<file path="config.mk">
export PLATFORM = sky130hd
export DESIGN_NAME = fetch_unit_flat
export DESIGN_NICKNAME = d
export VERILOG_FILES = /design/src/rtl/fetch_unit_pkg.sv /design/src/rtl/fetch_unit_if.sv /design/src/rtl/fetch_unit_next_pc_logic.sv /design/src/rtl/fetch_unit.sv /design/src/flat_wrapper.sv
export SDC_FILE = /design/constraint.sdc
export NUM_CORES = 1
export LEC_CHECK = 0
export BUFFER_PORTS_ARGS = -buffer_cell sky130_fd_sc_hd__buf_2
export CAP_MARGIN = 25
export CORE_ASPECT_RATIO = 1.2
export CORE_UTILIZATION = 25
export CTS_CLUSTER_SIZE = 16
export DETAILED_ROUTE_END_ITERATION = 8
export SLEW_MARGIN = 20
export SYNTH_ARGS = -nofsm -noshare
export SYNTH_HDL_FRONTEND = slang
export SYNTH_HIERARCHICAL = 1
export SYNTH_SLANG_ARGS = --single-unit
</file>
<file path="constraint.sdc">
create_clock -name clk -period 4.41 [get_ports clk]
set_input_delay 0.2205 -clock clk [delete_from_list [all_inputs] [get_ports clk]]
set_output_delay 0.2205 -clock clk [all_outputs]
set_load 0.005 [all_outputs]
</file>
<file path="src/rtl/fetch_unit_pkg.sv">
// Shared definitions for the fetch stage: FSM encoding, default vectors and
// the branch-offset width shared with the control unit and the ALU.
package fetch_unit_pkg;

  typedef enum logic [1:0] {
    ST_FETCH = 2'd0,
    ST_WAIT  = 2'd1,
    ST_EXEC  = 2'd2,
    ST_HALT  = 2'd3
  } fetch_state_t;

  localparam logic [31:0] DEFAULT_RESET_PC   = 32'h0000_0000;
  localparam logic [31:0] DEFAULT_IRQ_VECTOR = 32'h0000_0100;
  localparam int          BR_OFFSET_W        = 27;

  // Word offset from the instruction, sign-extended and scaled to bytes.
  function automatic logic [31:0] branch_offset(input logic [BR_OFFSET_W-1:0] off);
    return {{(32 - BR_OFFSET_W - 2){off[BR_OFFSET_W-1]}}, off, 2'b00};
  endfunction

endpackage

</file>
<file path="src/rtl/fetch_unit_if.sv">
// Instruction-memory request/acknowledge bus between the fetch unit
// (master) and instruction memory (slave).
interface fetch_unit_if;
  logic        req;
  logic [31:0] addr;
  logic [31:0] rdata;
  logic        ack;

  modport master (output req, addr, input  rdata, ack);
  modport slave  (input  req, addr, output rdata, ack);
endinterface

</file>
<file path="src/rtl/fetch_unit_next_pc_logic.sv">
// Combinational next-PC select: iret > ret > taken branch > pc+4, with
// optional interrupt entry overriding the resolved target.
module next_pc_logic
  import fetch_unit_pkg::*;
#(
  parameter logic [31:0] IRQ_VECTOR = DEFAULT_IRQ_VECTOR
) (
  input  logic [31:0]            pc,
  input  logic [BR_OFFSET_W-1:0] offset,
  input  logic                   is_beq,
  input  logic                   is_bgt,
  input  logic                   is_ubranch,
  input  logic                   is_ret,
  input  logic                   is_iret,
  input  logic                   flag_eq,
  input  logic                   flag_gt,
  input  logic [31:0]            ret_addr,
  input  logic [31:0]            epc,
  input  logic                   in_isr,
  input  logic                   irq,
  output logic [31:0]            resolved_pc,
  output logic [31:0]            next_pc,
  output logic                   take_irq
);

  logic        taken;
  logic [31:0] target;

  // NOTE: every output of a combinational block gets a value on every path,
  // otherwise synthesis infers a latch.
  always_comb begin
    taken  = is_ubranch | (is_beq & flag_eq) | (is_bgt & flag_gt);
    target = pc + 32'd4;
    if (is_iret)     target = epc;
    else if (is_ret) target = ret_addr;
    else if (taken)  target = pc + branch_offset(offset);

    resolved_pc = {target[31:2], 2'b00};
    // A retiring iret re-opens the interrupt window in the same cycle.
    take_irq    = irq & (~in_isr | is_iret);
    next_pc     = take_irq ? IRQ_VECTOR : resolved_pc;
  end

endmodule

</file>
<file path="src/rtl/fetch_unit.sv">
// Instruction fetch / next-PC stage with req/ack memory handshake and WAIT
// timeout. Define FETCH_IRQ_EN to enable single-level interrupt entry.
module fetch_unit
  import fetch_unit_pkg::*;
#(
  parameter logic [31:0] RESET_PC     = DEFAULT_RESET_PC,
  parameter logic [31:0] IRQ_VECTOR   = DEFAULT_IRQ_VECTOR,
  parameter int unsigned WAIT_TIMEOUT = 255
) (
  input  logic                clk,
  input  logic                rst,
  fetch_unit_if.master        imem,
  output logic                imem_err,
  output logic [31:0]         instr_out,
  output logic                instr_valid,
  output logic [31:0]         pc_out,
  input  logic                retire,
  input  logic                isBeq,
  input  logic                isBgt,
  input  logic                isUbranch,
  input  logic                isRet,
  input  logic                isIret,
  input  logic                flag_eq,
  input  logic                flag_gt,
  input  logic [31:0]         ret_addr,
  input  logic                irq,
  output logic [31:0]         epc_out,
  output logic                in_isr
);

  localparam logic [7:0] WAIT_LAST = 8'(WAIT_TIMEOUT - 1);

  fetch_state_t state, next_state;
  logic [7:0]   wait_cnt;
  logic         latch_instr, load_pc, cnt_clr, cnt_inc, set_err;
  logic [31:0]  next_pc, resolved_pc;
  logic         take_irq, irq_gated;

  always_comb begin
    next_state  = state;
    imem.req    = 1'b0;
    latch_instr = 1'b0;
    load_pc     = 1'b0;
    cnt_clr     = 1'b0;
    cnt_inc     = 1'b0;
    set_err     = 1'b0;
    unique case (state)
      ST_FETCH: begin
        imem.req = 1'b1;
        cnt_clr  = 1'b1;
        if (imem.ack) begin
          latch_instr = 1'b1;
          next_state  = ST_EXEC;
        end else begin
          next_state  = ST_WAIT;
        end
      end
      ST_WAIT: begin
        imem.req = 1'b1;
        if (imem.ack) begin
          latch_instr = 1'b1;
          next_state  = ST_EXEC;
        end else if (wait_cnt == WAIT_LAST) begin
          set_err    = 1'b1;
          next_state = ST_HALT;
        end else begin
          cnt_inc = 1'b1;
        end
      end
      ST_EXEC: begin
        if (retire) begin
          load_pc    = 1'b1;
          next_state = ST_FETCH;
        end
      end
      ST_HALT: ;
    endcase
    // Request is suppressed for the whole reset cycle, whatever the state.
    if (rst) imem.req = 1'b0;
  end

  assign imem.addr   = pc_out;
  assign instr_valid = (state == ST_EXEC);

  // NOTE: sequential state uses non-blocking assignments so every register
  // samples the pre-edge values regardless of statement order.
  always_ff @(posedge clk) begin
    if (rst) begin
      state     <= ST_FETCH;
      pc_out    <= RESET_PC;
      instr_out <= '0;
      imem_err  <= 1'b0;
      wait_cnt  <= '0;
    end else begin
      state <= next_state;
      if (latch_instr) instr_out <= imem.rdata;
      if (load_pc)     pc_out    <= next_pc;
      if (set_err)     imem_err  <= 1'b1;
      if (cnt_clr)      wait_cnt <= '0;
      else if (cnt_inc) wait_cnt <= wait_cnt + 8'd1;
    end
  end

  next_pc_logic #(.IRQ_VECTOR(IRQ_VECTOR)) u_next_pc (
    .pc          (pc_out),
    .offset      (instr_out[BR_OFFSET_W-1:0]),
    .is_beq      (isBeq),
    .is_bgt      (isBgt),
    .is_ubranch  (isUbranch),
    .is_ret      (isRet),
    .is_iret     (isIret),
    .flag_eq     (flag_eq),
    .flag_gt     (flag_gt),
    .ret_addr    (ret_addr),
    .epc         (epc_out),
    .in_isr      (in_isr),
    .irq         (irq_gated),
    .resolved_pc (resolved_pc),
    .next_pc     (next_pc),
    .take_irq    (take_irq)
  );

`ifdef FETCH_IRQ_EN
  assign irq_gated = irq;

  always_ff @(posedge clk) begin
    if (rst) begin
      epc_out <= '0;
      in_isr  <= 1'b0;
    end else if (load_pc) begin
      if (take_irq) begin
        epc_out <= resolved_pc;
        in_isr  <= 1'b1;
      end else if (isIret) begin
        in_isr  <= 1'b0;
      end
    end
  end
`else
  assign irq_gated = 1'b0;
  assign epc_out   = '0;
  assign in_isr    = 1'b0;

  logic unused_irq;
  assign unused_irq = ^{irq, take_irq, resolved_pc, instr_out[31:BR_OFFSET_W]};
`endif

endmodule

</file>
<file path="src/flat_wrapper.sv">
// flat-port wrapper written by rule: the top's interface ports become plain ports
module fetch_unit_flat import fetch_unit_pkg::*;
#(
  parameter logic [31:0] RESET_PC     = DEFAULT_RESET_PC,
  parameter logic [31:0] IRQ_VECTOR   = DEFAULT_IRQ_VECTOR,
  parameter int unsigned WAIT_TIMEOUT = 255
)
  (clk, rst, imem_err, instr_out, instr_valid, pc_out, retire, isBeq, isBgt, isUbranch, isRet, isIret, flag_eq, flag_gt, ret_addr, irq, epc_out, in_isr, imem_req, imem_addr, imem_rdata, imem_ack);
  fetch_unit_if imem_i ();
  input  logic clk;
  input  logic rst;
  output logic imem_err;
  output logic [31:0] instr_out;
  output logic instr_valid;
  output logic [31:0] pc_out;
  input  logic retire;
  input  logic isBeq;
  input  logic isBgt;
  input  logic isUbranch;
  input  logic isRet;
  input  logic isIret;
  input  logic flag_eq;
  input  logic flag_gt;
  input  logic [31:0] ret_addr;
  input  logic irq;
  output logic [31:0] epc_out;
  output logic in_isr;
  output wire logic [$bits(imem_i.req)-1:0] imem_req;
  output wire logic [$bits(imem_i.addr)-1:0] imem_addr;
  input wire logic [$bits(imem_i.rdata)-1:0] imem_rdata;
  input wire logic [$bits(imem_i.ack)-1:0] imem_ack;
  assign imem_req = imem_i.req;
  assign imem_addr = imem_i.addr;
  assign imem_i.rdata = imem_rdata;
  assign imem_i.ack = imem_ack;
  fetch_unit #(.RESET_PC(RESET_PC), .IRQ_VECTOR(IRQ_VECTOR), .WAIT_TIMEOUT(WAIT_TIMEOUT)) u_core (.clk(clk), .rst(rst), .imem(imem_i), .imem_err(imem_err), .instr_out(instr_out), .instr_valid(instr_valid), .pc_out(pc_out), .retire(retire), .isBeq(isBeq), .isBgt(isBgt), .isUbranch(isUbranch), .isRet(isRet), .isIret(isIret), .flag_eq(flag_eq), .flag_gt(flag_gt), .ret_addr(ret_addr), .irq(irq), .epc_out(epc_out), .in_isr(in_isr));
endmodule
</file>
==> impl_metrics.yaml, run 1 <==
timing:
  holdWs_ns: 0.0998
  rsz0062_at_grt: "no"
  slew_violations: 24
  fin_crit_ns: 3.35
  fin_tns_setup_ns: 0
  worst_slew_pin_slew_ns: 2.74
  hold_viol_final: 0
  setup_viol: 0
  finalClockSkew_ns: 0.0119
  max_freq_mhz: 298
  worst_slew_margin_rel: -0.848
  finalCritPeriodShare: 0.760
synthesis:
  yosysWarnings: 6
  netlist_instances: 835
  syn_area_mm2: 0.00618
  synth.avg_cell_area_um2: 7.40
final_layout:
  final_cell_mix: "nand2_1 (180), buf_2 (171), a21oi_1 (108)"
  fillers: 2655
  final_common_cell: "nand2_1"
  fin_nets: 1087
  layout-drive-gt1-share: 0.237
  diodes: 0
  areaGrowthSynthToFinish_pct: 18.6
run_status:
  violations: "slew limit"
  status: "finished with violations"
grt:
  grt-ovfl-total: 0
  grt_max_degree: 50
  grt_pass1_wl_mm: 30.4
  grt_pass1_vias: 5482
  antenna_found_initial: 0
  grt_usage: 0.154
pwr:
  power.density_mw_per_mm2: 356
  ir_worst_vdd_mv: 0.251
  p_leak_uw: 0.00346
cts:
  cts-resized-gates: 0
  clkTransAtPathRegs_ns: 0.07
  cts-buffers-inserted: 9
  cts_tree: "built"
  clkLatencyLatePin_ns: 0.36
  htreeDepth: 3
  cts_hold_buf: 0
  cts_setup_buffers: 0
  cts_root_buf: "clkbuf_16"
  clkSinkCount: 75
  clock_path_buffers: 2
floorplanning:
  coreArea_mm2: 0.0241
  fp.dieW_um: 145
  start_util: 0.256
  io_pins: 208
  die-height_um: 174
  rows: 62
  dieArea_mm2: 0.0253
drt:
  wl_per_cell_um: 15.1
  num_vias: 5938
  drc: 0
  antenna_left: 0
  routed_wl_mm: 19.6
  highest_layer: "met4"
  drt_iter0_drc: 287
  dr.pass1.iters: 5
  wl_met3_um: 748
  wl_met1_mm: 9.01
  wl_met2_mm: 9.47
  viasPerCell: 4.57
worst_setup_path:
  end_kind: "flip-flop"
  path_max_fanout: 5
  criticalPathCategory: "flip-flop to flip-flop"
  startpoint_type: "flip-flop"
  crit_required_ns: 4.70
  r2r_end: "u_core/imem.addr[28]"
  reg2reg_from: "u_core/instr_out[0]"
  reg2reg_slack_ns: 1.06
  cp.arrival_ns: 3.64
  worst_r2r_path_depth: 13
worst_hold_path:
  min_from: "imem_rdata[28]"
  hold_class: "primary input to flip-flop"
  min_to: "u_core/instr_out[28]"
  whs_path_depth: 3
place:
  place_congestion: 0.880
  port_buffers: 171
  hpwl_mm: 15.0
flow_run:
  maxCapViolations: 0
==> per-layer routing <==
layer  vias to the layer above  track usage
met5                         -            0
met4                         0       0.0561
met3                        21       0.0218
met2                       180        0.267
met1                      2704        0.194
li1                       3033            -
==> layout make-up <==
type | instances | area (um^2) | share of cell area
timing repair buffer | 179 | 916 | 0.125
sequential | 75 | 1500 | 0.205
tap | 320 | 400 | 0.0547
clock inverter | 6 | 114 | 0.0155
inverter | 13 | 48.8 | 0.00666
multi-input combinational | 697 | 4120 | 0.562
clock buffer | 10 | 229 | 0.0313
==> worst max-delay path by stage <==
| stage | from | to | slack, ns | cells after the start |
|---|---|---|---|---|
| global placement | isBgt | u_core/imem.addr[28] | 0.93 | 16 |
| detailed placement | isBeq | u_core/imem.addr[28] | 0.88 | 16 |
| finish | u_core/instr_out[0] | u_core/imem.addr[28] | 1.06 | 13 |
| global route | u_core/instr_out[0] | u_core/imem.addr[28] | 0.96 | 13 |
| CTS | u_core/instr_out[0] | u_core/imem.addr[28] | 1.12 | 13 |
| floorplan | isBgt | u_core/imem.addr[27] | 1.03 | 14 |
==> registers in the layout (all words and copies together), names as in the netlist <==
name              count
u_core/state          2
u_core/imem.addr     32
u_core/imem_err       1
u_core/instr_out     32
u_core/wait_cnt       8
==> worst max-delay path, stage by stage (launching register included) <==
cell      delay (ns)
dfxtp_1         0.35
or2_2           0.31
ha_1            0.22
fa_1            0.42
a21o_1          0.22
a31o_2          0.29
nand3_2         0.14
a21oi_1         0.11
a31o_2          0.30
a41oi_1         0.30
xor2_1          0.12
a211oi_1        0.28
nand2_1         0.09
a21oi_1         0.13
==> metrics by stage <==
step | instance area, um^2 | worst slack (ns) | utilization | total power [uW] | instances
final | 7320 | 1.06 | 0.304 | 2610 | 1300
after detailed placement | 6980 | 0.882 | 0.289 | 1740 | 1284
after CTS | 7320 | 1.12 | 0.304 | 2640 | 1300
after floorplan | 6420 | 1.03 | - | 1480 | 901
after global placement | 6980 | 0.928 | 0.289 | 1720 | 1284
after global routing | 7320 | 0.956 | 0.304 | 2770 | 1300
==> power breakdown <==
group | internal [uW] | total [uW] | switching (uW) | leakage (uW)
Clock | 555 | 885 | 330 | 0.000159
Sequential | 763 | 844 | 80.8 | 0.000610
Combinational | 348 | 880 | 532 | 0.00269
Note: power is estimated with default switching activity, not from simulation.
==> inputs of run 2 (changes only) <==
==> constraint.sdc (replaced) <==
create_clock -name clk -period 3.2 [get_ports clk]
set_input_delay 0.16 -clock clk [delete_from_list [all_inputs] [get_ports clk]]
set_output_delay 0.16 -clock clk [all_outputs]
set_load 0.005 [all_outputs]
==> impl_metrics.yaml, run 2 (synthesis gave the netlist of run 1 again) <==
run_status:
  status: "finished with violations"
  violations: "slew limit"
cts:
  cts_hold_buf: 0
  cts_root_buf: "clkbuf_16"
  cts-resized-gates: 0
  clkLatencyLatePin_ns: 0.36
  clkTransAtPathRegs_ns: 0.07
  clkSinkCount: 75
  cts_setup_buffers: 0
  clock_path_buffers: 2
  cts_tree: "built"
  htreeDepth: 3
  cts-buffers-inserted: 9
grt:
  grt_max_degree: 43
  grt_pass1_wl_mm: 31.0
  grt_usage: 0.157
  antenna_found_initial: 0
  grt-ovfl-total: 0
  grt_pass1_vias: 5765
final_layout:
  areaGrowthSynthToFinish_pct: 25.3
  fin_util: 0.321
  final_common_cell: "nand2_1"
  fin_nets: 1140
  layout.cells.non_filler: 1353
  layout-drive-gt1-share: 0.282
  fillers: 2597
  diodes: 0
  final_cell_mix: "nand2_1 (180), buf_2 (171), a21oi_1 (107)"
worst_setup_path:
  path_max_fanout: 5
  crit_required_ns: 3.49
  worst_r2r_path_depth: 13
  startpoint_type: "flip-flop"
  end_kind: "flip-flop"
  reg2reg_from: "u_core/instr_out[0]"
  reg2reg_slack_ns: 0.17
  r2r_end: "u_core/imem.addr[28]"
  cp.arrival_ns: 3.31
  criticalPathCategory: "flip-flop to flip-flop"
pwr:
  ir_worst_vdd_mv: 0.381
  power.density_mw_per_mm2: 463
  p_leak_uw: 0.00372
worst_hold_path:
  min_to: "u_core/instr_out[26]"
  min_from: "imem_rdata[26]"
  hold_class: "primary input to flip-flop"
  whs_path_depth: 3
timing:
  worst_slew_pin_slew_ns: 2.75
  max_freq_mhz: 330
  fin_crit_ns: 3.03
  holdWs_ns: 0.0412
  setup_viol: 0
  slew_violations: 24
  finalClockSkew_ns: 0.0140
  finalCritPeriodShare: 0.946
  hold_viol_final: 0
  worst_slew_margin_rel: -0.856
drt:
  drt_iter0_drc: 302
  drc: 0
  wl_per_cell_um: 14.6
  routed_wl_mm: 19.8
  antenna_left: 0
  dr.pass1.iters: 5
  viasPerCell: 4.59
  num_vias: 6216
place:
  dpl.cell_count: 1337
  place_congestion: 0.906
  port_buffers: 171
  hpwl_mm: 15.5
flow_run:
  maxCapViolations: 0
floorplanning:
  io_pins: 208
  coreArea_mm2: 0.0241
  die-height_um: 174
  dieArea_mm2: 0.0253
  start_util: 0.256
  fp.dieW_um: 145
  rows: 62
[run 2: final cells by class]
cell class	instances	area, um^2	area share
multi-input combinational	697	4140	0.535
sequential	75	1500	0.194
timing repair buffer	232	1330	0.171
tap	320	400	0.0517
clock buffer	9	225	0.0291
clock inverter	7	92.6	0.0120
inverter	13	48.8	0.00631
[run 2: stage by stage]
stage / instance area (um^2) / setup WS (ns) / total power, uW / TNS [ns]
6_report: 7740 / 0.173 / 3580 / 0
5_1_grt: 7740 / -0.00707 / 3820 / -0.00707
4_1_cts: 7710 / 0.0184 / 3620 / 0
3_5_place_dp: 7390 / -0.0947 / 2480 / -0.0947
3_3_place_gp: 7390 / -0.0783 / 2460 / -0.0783
2_1_floorplan: 6430 / 0.109 / 2050 / 0
[run 2: report_power, final]
part	total, uW	internal (uW)	switching [uW]	leakage, uW
sequential	1160	1050	112	0.000610
combinational	1290	544	749	0.00296
clock	1120	680	442	0.000147
total	3580	2280	1300	0.00372
[run 2: critical path, stage by stage, from the launching register on]
cell and delay (ns):
dfxtp_1 0.35, or2_2 0.31, ha_1 0.21, fa_2 0.35
a21o_1 0.20, a31o_2 0.29, nand3_4 0.12, a21oi_1 0.10
a31o_2 0.28, a41oi_2 0.20, xor2_1 0.10, a211oi_2 0.23
nand2_1 0.09, a21oi_2 0.14
[run 2: how the worst max path moves through the flow]
stage,cells after the start,slack [ns],endpoint,start
final,13,0.17,u_core/imem.addr[28],u_core/instr_out[0]
after global routing,13,-0.007,u_core/imem.addr[28],u_core/instr_out[0]
after CTS,13,0.02,u_core/imem.addr[28],u_core/instr_out[0]
after detailed placement,16,-0.09,u_core/imem.addr[28],isBeq
after global placement,16,-0.08,u_core/imem.addr[28],isBgt
after floorplan,14,0.11,u_core/imem.addr[27],isBgt
[run 2: metal layers]
layer	wire (um)	track usage
met2	9610	0.273
met4	527	0.0618
met5	0	0
met3	837	0.0255
met1	8830	0.192
==> inputs of run 3 (changes only) <==
--- a/config.mk
+++ b/config.mk
@@ -11,7 +11,7 @@
 export CORE_UTILIZATION = 25
 export CTS_CLUSTER_SIZE = 16
 export DETAILED_ROUTE_END_ITERATION = 8
-export SLEW_MARGIN = 20
+export RECOVER_POWER = 25
 export SYNTH_ARGS = -nofsm -noshare
 export SYNTH_HDL_FRONTEND = slang
 export SYNTH_HIERARCHICAL = 1
==> constraint.sdc (replaced) <==
create_clock -name clk -period 3.1 [get_ports clk]
set_input_delay 0.155 -clock clk [delete_from_list [all_inputs] [get_ports clk]]
set_output_delay 0.155 -clock clk [all_outputs]
set_load 0.005 [all_outputs]
==> impl_metrics.yaml, run 3 (synthesis gave the netlist of run 1 again) <==
grt:
  grt_pass1_vias: 5809
  grt_pass1_wl_mm: 31.4
  grt-ovfl-total: 0
  grt_usage: 0.159
  grt_max_degree: 44
  antenna_found_initial: 0
pwr:
  p_leak_uw: 0.00378
  ir_worst_vdd_mv: 0.370
  power_uw: 3700
  power.density_mw_per_mm2: 470
timing:
  holdWs_ns: 0.0352
  max_freq_mhz: 333
  worst_slew_pin_slew_ns: 2.76
  slew_violations: 24
  finalCritPeriodShare: 0.970
  fin_crit_ns: 3.01
  setup_viol: 0
  hold_viol_final: 0
  worst_slew_margin_rel: -0.859
  finalClockSkew_ns: 0.0114
drt:
  dr.pass1.iters: 5
  num_vias: 6256
  drc: 0
  wl_per_cell_um: 14.8
  drt_iter0_drc: 298
  routed_wl_mm: 20.3
  viasPerCell: 4.56
  antenna_left: 0
worst_hold_path:
  hold_class: "primary input to flip-flop"
  min_from: "imem_rdata[0]"
  whs_path_depth: 3
  min_to: "u_core/instr_out[0]"
worst_setup_path:
  critPathMaxStageDelay_ns: 0.39
  cpMaxStageDelayCell: "fa_1"
  cp_top_family: "compound AO/OA/AOI/OAI gates"
  reg2reg_from: "u_core/instr_out[0]"
  end_kind: "flip-flop"
  cp.arrival_ns: 3.29
  critical_path_buf_inv_count: 0
  crit_required_ns: 3.38
  reg2reg_slack_ns: 0.09
  worst_r2r_path_depth: 13
  path_max_fanout: 5
  criticalPathCategory: "flip-flop to flip-flop"
  r2r_end: "u_core/imem.addr[28]"
  crit_chain: "or2_2 -> ha_1 -> fa_1 -> a21o_1 -> a31o_4 -> nand3_4 -> a21oi_1 -> a31o_2 -> a41oi_2 -> xor2_1 -> a211oi_2 -> nand2_1 -> a21oi_2"
  startpoint_type: "flip-flop"
run_status:
  status: "finished with violations"
  violations: "slew limit"
final_layout:
  areaGrowthSynthToFinish_pct: 27.4
  ff_latch_area_mm2: 0.00150
  fin_util: 0.326
  final_cell_mix: "nand2_1 (180), buf_2 (161), a21oi_1 (107)"
  final_common_cell: "nand2_1"
  multi_input_area_mm2: 0.00415
  layout-drive-gt1-share: 0.286
  diodes: 0
  fillers: 2619
  fin_nets: 1160
floorplanning:
  die-height_um: 174
  io_pins: 208
  coreArea_mm2: 0.0241
  rows: 62
  dieArea_mm2: 0.0253
  fp.dieW_um: 145
  start_util: 0.256
flow_run:
  maxCapViolations: 0
cts:
  htreeDepth: 3
  clkSinkCount: 75
  clkTransAtPathRegs_ns: 0.06
  cts_root_buf: "clkbuf_16"
  cts-buffers-inserted: 9
  cts_setup_buffers: 0
  clock_path_buffers: 2
  cts_tree: "built"
  clkLatencyLatePin_ns: 0.35
place:
  hpwl_mm: 16.0
  port_buffers: 171
  place_congestion: 0.890
run 3: final cells by class:
type,instances,share of cell area
Sequential cell,75,0.191
Tap cell,320,0.0509
Timing Repair Buffer,252,0.184
Clock inverter,5,0.00779
Clock buffer,11,0.0321
Multi-Input combinational cell,697,0.528
Inverter,13,0.00620
run 3: through the flow:
stage,TNS (ns),setup WS [ns],cells,instance area (um^2)
floorplan,0,0.0140,901,6430
global placement,-0.385,-0.126,1357,7530
detailed placement,-0.381,-0.161,1357,7530
CTS,0,0.0183,1373,7860
global route,-0.0561,-0.0561,1373,7870
finish,0,0.0935,1373,7870
run 3: worst max-delay path by stage:
stage,startpoint,cells past startpoint,endpoint
after floorplan,isBgt,14,u_core/imem.addr[27]
after global placement,isBgt,16,u_core/imem.addr[28]
after detailed placement,isBgt,16,u_core/imem.addr[28]
after CTS,u_core/instr_out[0],13,u_core/imem.addr[28]
after global routing,u_core/instr_out[0],13,u_core/imem.addr[28]
final,u_core/instr_out[0],13,u_core/imem.addr[28]
run 3: where the power goes:
group | internal, uW | switching [uW]
logic | 584 | 788
clock network | 669 | 456
registers | 1090 | 116
run 3: what timing repair did:
item / 4_1_cts / 5_1_grt
pin swaps: 0 / 6
setup endpoints to repair: 1 / 6
gates cloned: 0 / 0
hold buffers: 0 / 0
resized for setup: 2 / 5
run 3: layer usage:
metal,up-vias,track usage,wire (um)
met4,0,0.0623,517
met3,31,0.0194,757
met5,-,0,0
met1,2870,0.199,8990
li1,3177,-,-
met2,178,0.276,10100
run 3: worst min-delay path: cells and delay by family:
kind                   cells  cell delay (ns)
buffers and inverters      1             0.09
AOI/OAI and AO/OA          1             0.05
and+or+nand+nor            1             0.05
